[src/rtl/serial_subtractor.sv]
// serial_subtractor
//   Bit-serial ripple-borrow subtractor. Computes (a - b - bin) one bit per
//   clock, LSB first, with a single full-subtractor cell and a borrow flop.
//   A start/busy/done handshake loads the operands; diff and bout are
//   registered and only update on the edge that enters DONE.
//
// Ports
//   clk    in            system clock, rising edge
//   rst_n  in            asynchronous active-low reset
//   start  in            begin an operation (honoured only in IDLE)
//   a      in  [W-1:0]   minuend, captured on the accepting edge
//   b      in  [W-1:0]   subtrahend, captured on the accepting edge
//   bin    in            borrow-in, captured on the accepting edge
//   busy   out           high while bits are processed (SHIFT)
//   done   out           one-cycle pulse, diff/bout newly valid
//   diff   out [W-1:0]   (a - b - bin) mod 2^W
//   bout   out           1 iff a < b + bin
//
// State  | meaning
// -------+----------------------------------------------------------
// IDLE   | waiting for start; outputs hold the last result
// SHIFT  | one bit processed per edge, LSB first
// DONE   | one-cycle result-valid pulse; start ignored

module serial_subtractor #(
  parameter int WIDTH = 4
) (
  input  logic             clk,
  input  logic             rst_n,
  input  logic             start,
  input  logic [WIDTH-1:0] a,
  input  logic [WIDTH-1:0] b,
  input  logic             bin,
  output logic             busy,
  output logic             done,
  output logic [WIDTH-1:0] diff,
  output logic             bout
);

  // Smallest counter that can hold WIDTH-1; exit happens at WIDTH-1 so it never wraps.
  localparam int CNT_W = (WIDTH > 2) ? $clog2(WIDTH) : 1;

  typedef enum logic [1:0] {
    IDLE  = 2'd0,
    SHIFT = 2'd1,
    DONE  = 2'd2
  } state_t;

  state_t           state_q, state_d;
  logic [WIDTH-1:0] a_sh_q, a_sh_d;
  logic [WIDTH-1:0] b_sh_q, b_sh_d;
  logic [WIDTH-1:0] d_sh_q, d_sh_d;
  logic [WIDTH-1:0] diff_q, diff_d;
  logic             br_q, br_d;
  logic             bout_q, bout_d;
  logic [CNT_W-1:0] cnt_q, cnt_d;

  // Full-subtractor cell on the current LSBs.
  logic a0, b0, d_bit, br_next;
  logic [WIDTH-1:0] d_shifted;

  always_comb begin
    a0        = a_sh_q[0];
    b0        = b_sh_q[0];
    d_bit     = a0 ^ b0 ^ br_q;
    br_next   = (~a0 & b0) | (~(a0 ^ b0) & br_q);
    // New bit enters at the MSB; after WIDTH shifts bit 0 sits at the LSB.
    d_shifted = {d_bit, d_sh_q[WIDTH-1:1]};
  end

  always_comb begin
    state_d = state_q;
    a_sh_d  = a_sh_q;
    b_sh_d  = b_sh_q;
    d_sh_d  = d_sh_q;
    diff_d  = diff_q;
    br_d    = br_q;
    bout_d  = bout_q;
    cnt_d   = cnt_q;

    unique case (state_q)
      IDLE: begin
        if (start) begin
          a_sh_d  = a;
          b_sh_d  = b;
          br_d    = bin;
          cnt_d   = '0;
          state_d = SHIFT;
        end
      end
      SHIFT: begin
        a_sh_d = {1'b0, a_sh_q[WIDTH-1:1]};
        b_sh_d = {1'b0, b_sh_q[WIDTH-1:1]};
        d_sh_d = d_shifted;
        br_d   = br_next;
        cnt_d  = cnt_q + CNT_W'(1);
        if (cnt_q == CNT_W'(WIDTH - 1)) begin
          diff_d  = d_shifted;
          bout_d  = br_next;
          state_d = DONE;
        end
      end
      DONE: begin
        state_d = IDLE;
      end
      default: begin
        state_d = IDLE;
      end
    endcase
  end

  always_ff @(posedge clk or negedge rst_n) begin
    if (!rst_n) begin
      state_q <= IDLE;
      a_sh_q  <= '0;
      b_sh_q  <= '0;
      d_sh_q  <= '0;
      diff_q  <= '0;
      br_q    <= 1'b0;
      bout_q  <= 1'b0;
      cnt_q   <= '0;
    end else begin
      state_q <= state_d;
      a_sh_q  <= a_sh_d;
      b_sh_q  <= b_sh_d;
      d_sh_q  <= d_sh_d;
      diff_q  <= diff_d;
      br_q    <= br_d;
      bout_q  <= bout_d;
      cnt_q   <= cnt_d;
    end
  end

  assign busy = (state_q == SHIFT);
  assign done = (state_q == DONE);
  assign diff = diff_q;
  assign bout = bout_q;

endmodule
[config.mk]
export PLATFORM = sky130hd
export DESIGN_NAME = serial_subtractor
export DESIGN_NICKNAME = d
export VERILOG_FILES = /design/src/rtl/serial_subtractor.sv
export SDC_FILE = /design/constraint.sdc
export NUM_CORES = 1
export LEC_CHECK = 0
export CAP_MARGIN = 20
export CORE_UTILIZATION = 50
export DETAILED_ROUTE_END_ITERATION = 8
export GPL_TIMING_DRIVEN = 1
export PLACE_DENSITY = 0.88
export RECOVER_POWER = 100
export SLEW_MARGIN = 10
export SYNTH_ARGS = -nofsm -noshare
export SYNTH_HDL_FRONTEND = slang
export SYNTH_SLANG_ARGS = --single-unit
[constraint.sdc]
create_clock -name clk -period 2.05 [get_ports clk]
set_clock_uncertainty 0.2 [all_clocks]
set_input_delay 0.41 -clock clk [delete_from_list [all_inputs] [get_ports clk]]
set_output_delay 0.41 -clock clk [all_outputs]
set_load 0.01 [all_outputs]
# Word level (Yosys, flattened, before mapping)
# Cells that the tools add are included.
dict set report classes {
  n_addsub 1
  multipliers 0
  div 0
  magnitude_cmp 0
  eq_ne 5
  n_shift 0
  n_mux 11
  n_bitwise 7
  n_reduce_logical 5
}
# cell count
set ops {}
lappend ops {{$pmux 4 s2} 2}
lappend ops {{$mux 4} 2}
lappend ops {{$pmux 2 s2} 2}
lappend ops {{$mux 2} 3}
lappend ops {{$reduce_and 2->1} 3}
lappend ops {{$eq 2x2->1 const B} 2}
lappend ops {{$add 2x1->2 const B} 1}
lappend ops {{$and 1x1->1} 2}
lappend ops {{$eq 2x1->1 const B} 1}
lappend ops {{$logic_not 2->1} 1}
lappend ops {{$ne 2x1->1 const B} 1}
lappend ops {{$ne 2x2->1 const B} 1}
lappend ops {{$not 1->1} 2}
lappend ops {{$pmux 1 s2} 1}
lappend ops {{$reduce_bool 2->1} 1}
lappend ops {{$xor 1x1->1} 2}
lappend ops {{$mux 1} 1}
lappend ops {{$or 1x1->1} 1}
dict set report totals {
  ff_bits 22
  latchBits 0
  mem_bits_rw 0
  rom_bits 0
  out_inout_bits 7
  elab_cells 37
  memories 0
}

# Depth between registers and ports, before layout
# Gate-level depths: netlist of run 1.
dict set report depth {
  word_depth 5
  depth_mapped 5
  mapped_depth_nobuf 4
}

# Worst setup path before layout of run 1
# OpenSTA, ideal clock, no wires.
dict set report synth_path {
  kind {register to register}
  from {register a_sh_q[0]}
  to {register diff_q[3], in the netlist diff[3]}
  setup_ns 0.125
  t_arrival_ns 1.139
  required_ns 1.725
  setup_slack_ns 0.586
  path_stages_with_launch 3
  path_buffers 0
  period_less_slack_ns 1.464
  cell_sequence {dfrtp_1 -> fa_1 -> mux2_4}
}
dict set report synth_between {
  elab_chain_len 2
}
# element line_no
set synth_rtl {}
lappend synth_rtl {{start, declared} 50} ;# logic [WIDTH-1:0] a_sh_q, a_sh_d;
lappend synth_rtl {{start signal, assigned} 124} ;# a_sh_q <= a_sh_d;
lappend synth_rtl {{$xor 1x1->1 (2 in series)} 65} ;# d_bit = a0 ^ b0 ^ br_q;
lappend synth_rtl {{via d_bit} 59} ;# logic a0, b0, d_bit, br_next;
lappend synth_rtl {{end signal, assigned} 127} ;# diff_q <= diff_d;
lappend synth_rtl {{end, declared} 53} ;# logic [WIDTH-1:0] diff_q, diff_d;
# The timed path passes the listed nets, and every way through them passes these cells.
# A chain may end at the register's enable or synchronous reset.

# Worst setup path in the final report of run 1
dict set report layout_path {
  from {register state_q[1]}
  to {output port busy}
}
dict set report layout_between {
  elab_chain_len 1
}
# element line_no
set layout_rtl {}
lappend layout_rtl {{start, declared} 49} ;# state_t state_q, state_d;
lappend layout_rtl {{start signal, assigned} 123} ;# state_q <= state_d;
lappend layout_rtl {{$eq 2x1->1} 134} ;# assign busy = (state_q == SHIFT);
lappend layout_rtl {{end, declared} 34} ;# output logic busy,
# No other way between the ends.

==> impl_metrics.json, run 1 <==
{
  "outcome": "finished, final reports clean",
  "p_leak_nw": 0.559,
  "peakVddDrop_uv": 738,
  "finalCritPeriodShare_pct": 94.7,
  "die_area_sq_um": 2170,
  "synth_top_area_cell": "dfrtp_1",
  "drive_gt1_share_pct": 13.7,
  "vias": 767,
  "setup_viol": 0,
  "pre_cts_slack_ps": 199,
  "antenna_found_initial": 0,
  "wl_per_cell_um": 13.9,
  "diodes": 0,
  "cp_data_required_time_ps": 1440,
  "cp-end-kind": "primary output",
  "area_growth_pct": 22.6,
  "seq_area_frac_synth_pct": 52.8,
  "m1WireLength_um": 857,
  "wl_um": 1980,
  "maxSlewHeadroom_pct": 25.1,
  "cts_inserted_buffers": 3,
  "cts.sinks": 21,
  "ys_seq_elements": 21,
  "grt_pass1_wl_um": 3240,
  "netlist.area_leader.share_pct": 52.8,
  "grt_pass1_vias": 733,
  "hold_viol": 0,
  "maxCapViolCount": 0,
  "min_period_ps": 1940,
  "grt_start_max_net_pins": 22,
  "syn_nets": 103,
  "fmax_mhz": 515,
  "cts_htree_levels": 1,
  "start_util_pct": 55.3,
  "postSynthCellCount": 89,
  "netlist_area_sq_um": 996,
  "worstMarginPinSlew_ps": 1120,
  "fin_ws_ps": 109,
  "postRouteAntennaNets": 0,
  "highest_layer": "met4",
  "grt_setup_unrepaired": "no",
  "io_buffers": 18,
  "die_h_um": 46.6,
  "ys_top_cells_by_area": "dfrtp_1, o22ai_1, mux2_4, nand2_1, a21oi_1",
  "hold_buffers": 0,
  "path_clk_slew_ps": 110,
  "syn-mean-instance-area_sq_um": 11.2,
  "start_kind": "flip-flop",
  "wl_met2_um": 984,
  "route.met3.wl_um": 103,
  "clock-root-buffer": "clkbuf_4",
  "ys_warn_count": 0,
  "dp.final_hpwl_um": 1380,
  "core_sq_um": 1800,
  "nets": 132,
  "ios": 19,
  "die_w_um": 46.6,
  "setup_tns_ps": 0,
  "grt_remaining_overflow": 0,
  "clk_latency_ps": 310,
  "crit_fanout": 4,
  "drc": 0,
  "arrival_ps": 1330,
  "gp_congestion": 0.808,
  "fp-row-count": 15,
  "crit_type": "reg2out",
  "drv_slew": 0,
  "groute.usage.overall_pct": 22.2,
  "cts_tree": "done",
  "drtPass1Iterations": 4,
  "vias_per_cell": 5.40,
  "hold_class": "reg2reg",
  "cts.path.max_buffers": 2,
  "drt_iter0_drc": 18,
  "synth.distinct_cells": 20,
  "powerDensity_nw_per_um2": 1420
}
==> flip-flops by register name, summed over array words and instances, names as in the netlist <==
signal and flops:
a_sh_q 4, b_sh_q 4, diff 4, d_sh_q 3, cnt_q 2, state_q 2
bout 1, br_q 1
==> synthesized netlist by cell type <==
| library cell | number |
|---|---|
| dfrtp_1 | 21 |
| nand2_1 | 13 |
| o22ai_1 | 12 |
| a21oi_1 | 7 |
| inv_1 | 7 |
| o21ai_0 | 7 |
| mux2_4 | 4 |
| buf_6 | 3 |
| nor2_1 | 3 |
| nand2b_4 | 2 |
| a221oi_2 | 1 |
| buf_2 | 1 |
| buf_4 | 1 |
| fa_1 | 1 |
| ha_1 | 1 |
| nand3b_4 | 1 |
| nor2b_1 | 1 |
| o31ai_1 | 1 |
| o31ai_2 | 1 |
| or3_4 | 1 |
==> per-layer routing <==
layer | GRT usage [%] | vias to the layer above
met4 | 12.0 | 0
met2 | 35.8 | 27
met1 | 27.4 | 368
li1 | - | 369
met3 | 5.10 | 3
met5 | 0 | -
==> cells by family after synthesis <==
group,Yosys count,synth area share [%]
AO/OA/AOI/OAI,29,18.1
AND/OR/NAND/NOR,21,12.6
flip-flops,21,52.8
buffers and inverters,12,7.29
multiplexers,4,6.03
adder cells (fa/ha/maj),2,3.27
==> timing repair <==
item / in CTS / in global routing
gates cloned: 0 / 0
setup buffers: 3 / 3
gates resized for setup: 3 / 1
setup endpoints to repair: 2 / 1
pin swaps: 0 / 0
==> final timing paths <==
path                            startpoint    endpoint  slack (ps)  depth (start not counted)
worst min register to register   d_sh_q[1]   d_sh_q[1]         300                          2
worst min-delay path             d_sh_q[1]   d_sh_q[1]         300                          2
worst max-delay path            state_q[1]        busy         110                          4
min in group asynchronous            rst_n     diff[1]         570                          2
max in group asynchronous            rst_n  state_q[0]         340                          2
worst max register to register  state_q[1]     diff[3]         250                          4
==> power by group <==
part,internal [mW],switching (mW)
logic,0.380,0.417
clock network,0.0761,0.121
registers,0.611,0.128
total,1.07,0.666
==> metrics by stage <==
stage | std cells | cell area [sq um] | total power, mW | hold slack, ps | util [%]
after detailed placement | 132 | 1200 | 1.61 | 286 | 66.5
after CTS | 139 | 1250 | 1.84 | 259 | 69.3
after floorplan | 89 | 996 | 1.34 | -85.6 | -
after global routing | 142 | 1220 | 1.88 | 327 | 67.8
after global placement | 132 | 1200 | 1.57 | 262 | 66.5
final | 142 | 1220 | 1.73 | 296 | 67.8
==> placed cells by master (no fill, tap or decap), types with 2 or more instances in the layout <==
cell type        count
a21oi_1              7
buf_4                5
clkbuf_1             6
clkbuf_4             4
clkdlybuf4s50_1     11
dfrtp_1             19
dfrtp_2              2
dlygate4sd3_1        5
inv_1                7
mux2_1               4
nand2_1             13
nand2b_4             2
nor2_1               3
o21ai_0              7
o22ai_1             12
==> layout make-up <==
class	count	area, sq um
Multi-Input combinational cell	56	367
Tap cell	25	31.3
Timing Repair Buffer	29	243
Fill cell	153	581
Inverter	7	26.3
Clock buffer	4	26.3
Sequential cell	21	528
==> worst max-delay path, cell delays in order, from the launching register on <==
cell and delay (ps):
dfrtp_2 430, clkbuf_4 140, nand2b_4 130, inv_1 60, dlygate4sd2_1 260
(Power assumes the default switching activity.)
==> inputs of run 2 (changes only) <==
Clock period 2.05 ns to 2.3 ns, I/O delays scaled along.
==> run 2 against run 1 <==
Count of clock-buffer cells in the layout shrank 1; utilization down 3.1 points; sequential share of layout area rose by 2.0 points; largest power group is now registers; highest routed layer unchanged.
==> impl_metrics.json, run 2 (synthesis gave the netlist of run 1 again) <==
{
  "start_util_pct": 55.3,
  "finalCritPeriodShare_pct": 95.8,
  "die_w_um": 46.6,
  "crit_type": "reg2out",
  "clockPowerShare_pct": 12.1,
  "antenna_found_initial": 0,
  "combPwrFrac_pct": 43.5,
  "dpl_cell_area_sq_um": 1180,
  "p_switching_mw": 0.573,
  "grt_remaining_overflow": 0,
  "timing.rr.end": "diff[1]",
  "ios": 19,
  "area_growth_pct": 17.0,
  "wl_um": 1840,
  "die_h_um": 46.6,
  "switching_share_pct": 38.8,
  "vias": 744,
  "pwr-share-seq_pct": 44.4,
  "nets": 125,
  "fin_util_pct": 64.7,
  "grt_start_max_net_pins": 22,
  "clk_latency_ps": 310,
  "fp-row-count": 15,
  "die_area_sq_um": 2170,
  "final_cell_mix": "dfrtp_1, nand2_1, o22ai_1",
  "timing.critical_path.from": "state_q[0]",
  "intPower_mw": 0.905,
  "worstMarginPinSlew_ps": 1100,
  "drive_gt1_share_pct": 8.18,
  "grt_pass1_vias": 727,
  "dp.final_hpwl_um": 1350,
  "hold_viol": 0,
  "fin_ws_ps": 97.1,
  "crit_fanout": 8,
  "rr_worst_depth": 3,
  "fin_area_sq_um": 1160,
  "arrival_ps": 1540,
  "min_period_ps": 2200,
  "wl_per_cell_um": 13.6,
  "r2r_slack_ps": 680,
  "diodes": 0,
  "setup_tns_ps": 0,
  "powerDensity_nw_per_um2": 1270,
  "outcome": "finished, final reports clean",
  "drv_slew": 0,
  "fmax_mhz": 454,
  "cts_inserted_buffers": 3,
  "drc": 0,
  "hold_class": "reg2reg",
  "p_leak_nw": 0.543,
  "clock-root-buffer": "clkbuf_4",
  "hold_buffers": 0,
  "drt_iter0_drc": 9,
  "vias_per_cell": 5.51,
  "pre_cts_slack_ps": 184,
  "cp-end-kind": "primary output",
  "drtPass1Iterations": 4,
  "groute.usage.overall_pct": 20.8,
  "final_common_cell": "dfrtp_1",
  "core_sq_um": 1800,
  "crit_end": "done",
  "cp_data_required_time_ps": 1640,
  "gp_congestion": 0.831,
  "io_buffers": 18,
  "grt_setup_unrepaired": "no",
  "cts.sinks": 21,
  "maxCapViolCount": 0,
  "rr_startpoint": "state_q[1]",
  "cts_tree": "done",
  "postRouteAntennaNets": 0,
  "path_clk_slew_ps": 110,
  "peakVddDrop_uv": 614,
  "maxSlewHeadroom_pct": 26.7,
  "cts.path.max_buffers": 2,
  "grt_pass1_wl_um": 3100,
  "cts_htree_levels": 1,
  "setup_viol": 0,
  "start_kind": "flip-flop"
}
run 2: per-stage QoR:
step,instances,hold slack (ps),power [mW]
2_1_floorplan,89,-35.6,1.19
3_3_place_gp,129,265,1.38
6_report,135,295,1.48
3_5_place_dp,129,282,1.41
4_1_cts,135,269,1.61
5_1_grt,135,312,1.61
run 2: timing repair:
item / in CTS / in global routing
buffers inserted: 2 / 0
pin swaps: 0 / 0
gates resized for setup: 2 / 1
endpoints found under the setup margin: 2 / 1
gates cloned: 0 / 0
run 2: worst min-delay path by stage:
stage	startpoint	to	slack, ps	cells after the start
2_1_floorplan	rst_n	a_sh_q[0]	-40	0
3_3_place_gp	bout	bout	270	2
3_5_place_dp	d_sh_q[1]	d_sh_q[1]	280	2
4_1_cts	rst_n	diff[1]	270	2
5_1_grt	d_sh_q[1]	d_sh_q[1]	310	2
6_report	diff[2]	diff[2]	290	1
run 2: area by class of cell:
| class | count | area, sq um |
|---|---|---|
| inverter | 7 | 26.3 |
| clock buffer | 3 | 22.5 |
| clock inverter | 1 | 5.00 |
| timing repair buffer | 22 | 203 |
| tap | 25 | 31.3 |
| fill | 156 | 637 |
| sequential | 21 | 527 |
| multi-input combinational | 56 | 350 |
run 2: power groups by stage:
stage	combinational, mW	sequential [mW]	clock (mW)
final	0.643	0.656	0.179
after global routing	0.733	0.677	0.200
after CTS	0.758	0.665	0.184
after detailed placement	0.733	0.678	0
after global placement	0.709	0.669	0
after floorplan	0.536	0.654	0
run 2: worst max-delay path, cell delays in order, from the launching register on:
cell             delay, ps
dfrtp_1                400
clkbuf_2               170
nor2_1                 130
clkdlybuf4s50_1        540
run 2: per-layer routing:
metal | track usage (%) | share of wire, % | vias up
li1 | - | - | 353
met1 | 25.1 | 43 | 360
met2 | 34.7 | 50 | 26
met3 | 3.92 | 5.2 | 5
met4 | 11.4 | 2.0 | 0
met5 | 0 | 0 | -
==> inputs of run 3 (changes only) <==
Settings changed: GPL_ROUTABILITY_DRIVEN from default to 0, GPL_TIMING_DRIVEN 1 to 0, SLEW_MARGIN 10 to default.
==> run 3 against run 2 <==
Global-route usage grew 0.60 points; clock power about the same; largest power group is now combinational logic; worst setup slack gained 31 ps; critical path depth up 1; wire length grew 6.8%; highest routed layer unchanged; utilization increased by 1.5 points; via count increased by 1.5%; count of clock-buffer cells in the layout rose by 1; design area rose by 2.4%; final cell count rose by 0.74%; sequential power decreased by 1%.
==> impl_metrics.json, run 3 (synthesis gave the netlist of run 1 again) <==
{
  "cp-end-kind": "primary output",
  "setup_viol": 0,
  "cts.path.max_buffers": 2,
  "crit_type": "reg2out",
  "cp_data_required_time_ps": 1640,
  "hold_class": "reg2reg",
  "antenna_found_initial": 0,
  "groute.usage.overall_pct": 21.4,
  "p_leak_nw": 0.542,
  "start_util_pct": 55.3,
  "maxSlewHeadroom_pct": 35.7,
  "setup_tns_ps": 0,
  "final_cell_mix": "dfrtp_1, nand2_1, o22ai_1",
  "grt_setup_unrepaired": "no",
  "fillers": 164,
  "die_area_sq_um": 2170,
  "drv_slew": 0,
  "cts_htree_levels": 1,
  "fmax_mhz": 460,
  "start_kind": "flip-flop",
  "die_h_um": 46.6,
  "drc": 0,
  "dp.final_hpwl_um": 1360,
  "wl_um": 1960,
  "min_period_ps": 2170,
  "maxCapViolCount": 0,
  "powerDensity_nw_per_um2": 1270,
  "nets": 126,
  "fp-row-count": 15,
  "arrival_ps": 1510,
  "postRouteAntennaNets": 0,
  "worstMarginPinSlew_ps": 961,
  "vias": 755,
  "grt_start_max_net_pins": 22,
  "area_growth_pct": 19.7,
  "cts_inserted_buffers": 3,
  "peakVddDrop_uv": 626,
  "core_sq_um": 1800,
  "cts_tree": "done",
  "grt_pass1_wl_um": 3110,
  "outcome": "finished, final reports clean",
  "grt_pass1_vias": 710,
  "drt_iter0_drc": 16,
  "drtPass1Iterations": 3,
  "path_clk_slew_ps": 110,
  "diodes": 0,
  "grt_remaining_overflow": 0,
  "io_buffers": 17,
  "drive_gt1_share_pct": 11.7,
  "clock-root-buffer": "clkbuf_4",
  "vias_per_cell": 5.55,
  "cts.sinks": 21,
  "ios": 19,
  "finalCritPeriodShare_pct": 94.4,
  "fin_util_pct": 66.2,
  "wl_per_cell_um": 14.4,
  "final_common_cell": "dfrtp_1",
  "crit_fanout": 10,
  "die_w_um": 46.6,
  "clk_latency_ps": 310,
  "hold_viol": 0
}
[run 3: per-layer routing]
metal  global-route usage [%]  share of wire (%)  up-vias  routed length, um
met5                        0                  0        -                  0
met4                     13.7                3.4        0                 67
met3                     4.71                3.8        7                 75
met2                     33.3                 49       23                960
met1                     26.6                 44      369                856
li1                         -                  -      356                  -
[run 3: cell type report]
| class | count | area, sq um | area share, % |
|---|---|---|---|
| Timing Repair Buffer | 18 | 176 | 14.8 |
| Clock buffer | 4 | 26.3 | 2.20 |
| Sequential cell | 21 | 526 | 44.1 |
| Buffer | 5 | 42.5 | 3.57 |
| Multi-Input combinational cell | 56 | 357 | 29.9 |
| Tap cell | 25 | 31.3 | 2.62 |
| Inverter | 7 | 33.8 | 2.83 |
[run 3: path summary, 6_finish.rpt]
path | startpoint | endpoint | slack [ps] | cells past startpoint
min | bout | bout | 290 | 2
max | state_q[1] | done | 130 | 4
max in group asynchronous | rst_n | state_q[1] | 780 | 1
min in group asynchronous | rst_n | b_sh_q[3] | 540 | 1
min reg2reg | bout | bout | 290 | 2
max reg2reg | state_q[1] | a_sh_q[2] | 640 | 5
[run 3: repair_timing]
action | CTS | global route
setup endpoints to repair | 1 | 1
pin swaps | 0 | 0
gates resized for setup | 2 | 1
setup buffers | 0 | 1
hold buffers | 0 | 0
[run 3: stage by stage]
step	power (mW)	instance area, sq um	instances	worst slack [ps]	hold slack, ps
detailed placement	1.45	1200	131	260	281
finish	1.52	1190	136	128	289
floorplan	1.19	996	89	836	-35.6
CTS	1.63	1230	135	70.3	306
global route	1.65	1190	136	59.9	329
global placement	1.41	1200	131	272	263
[run 3: where the power goes]
part | leakage [nW] | internal (mW) | switching (mW)
combinational | 0.271 | 0.321 | 0.368
sequential | 0.256 | 0.542 | 0.105
clock | 0.0150 | 0.0678 | 0.113
total | 0.542 | 0.931 | 0.585
[run 3: worst max-delay path, cell delays in order (launching register included)]
cell	delay, ps
dfrtp_1	350
buf_6	130
clkinvlp_4	90
nor2_1	90
clkdlybuf4s50_1	540
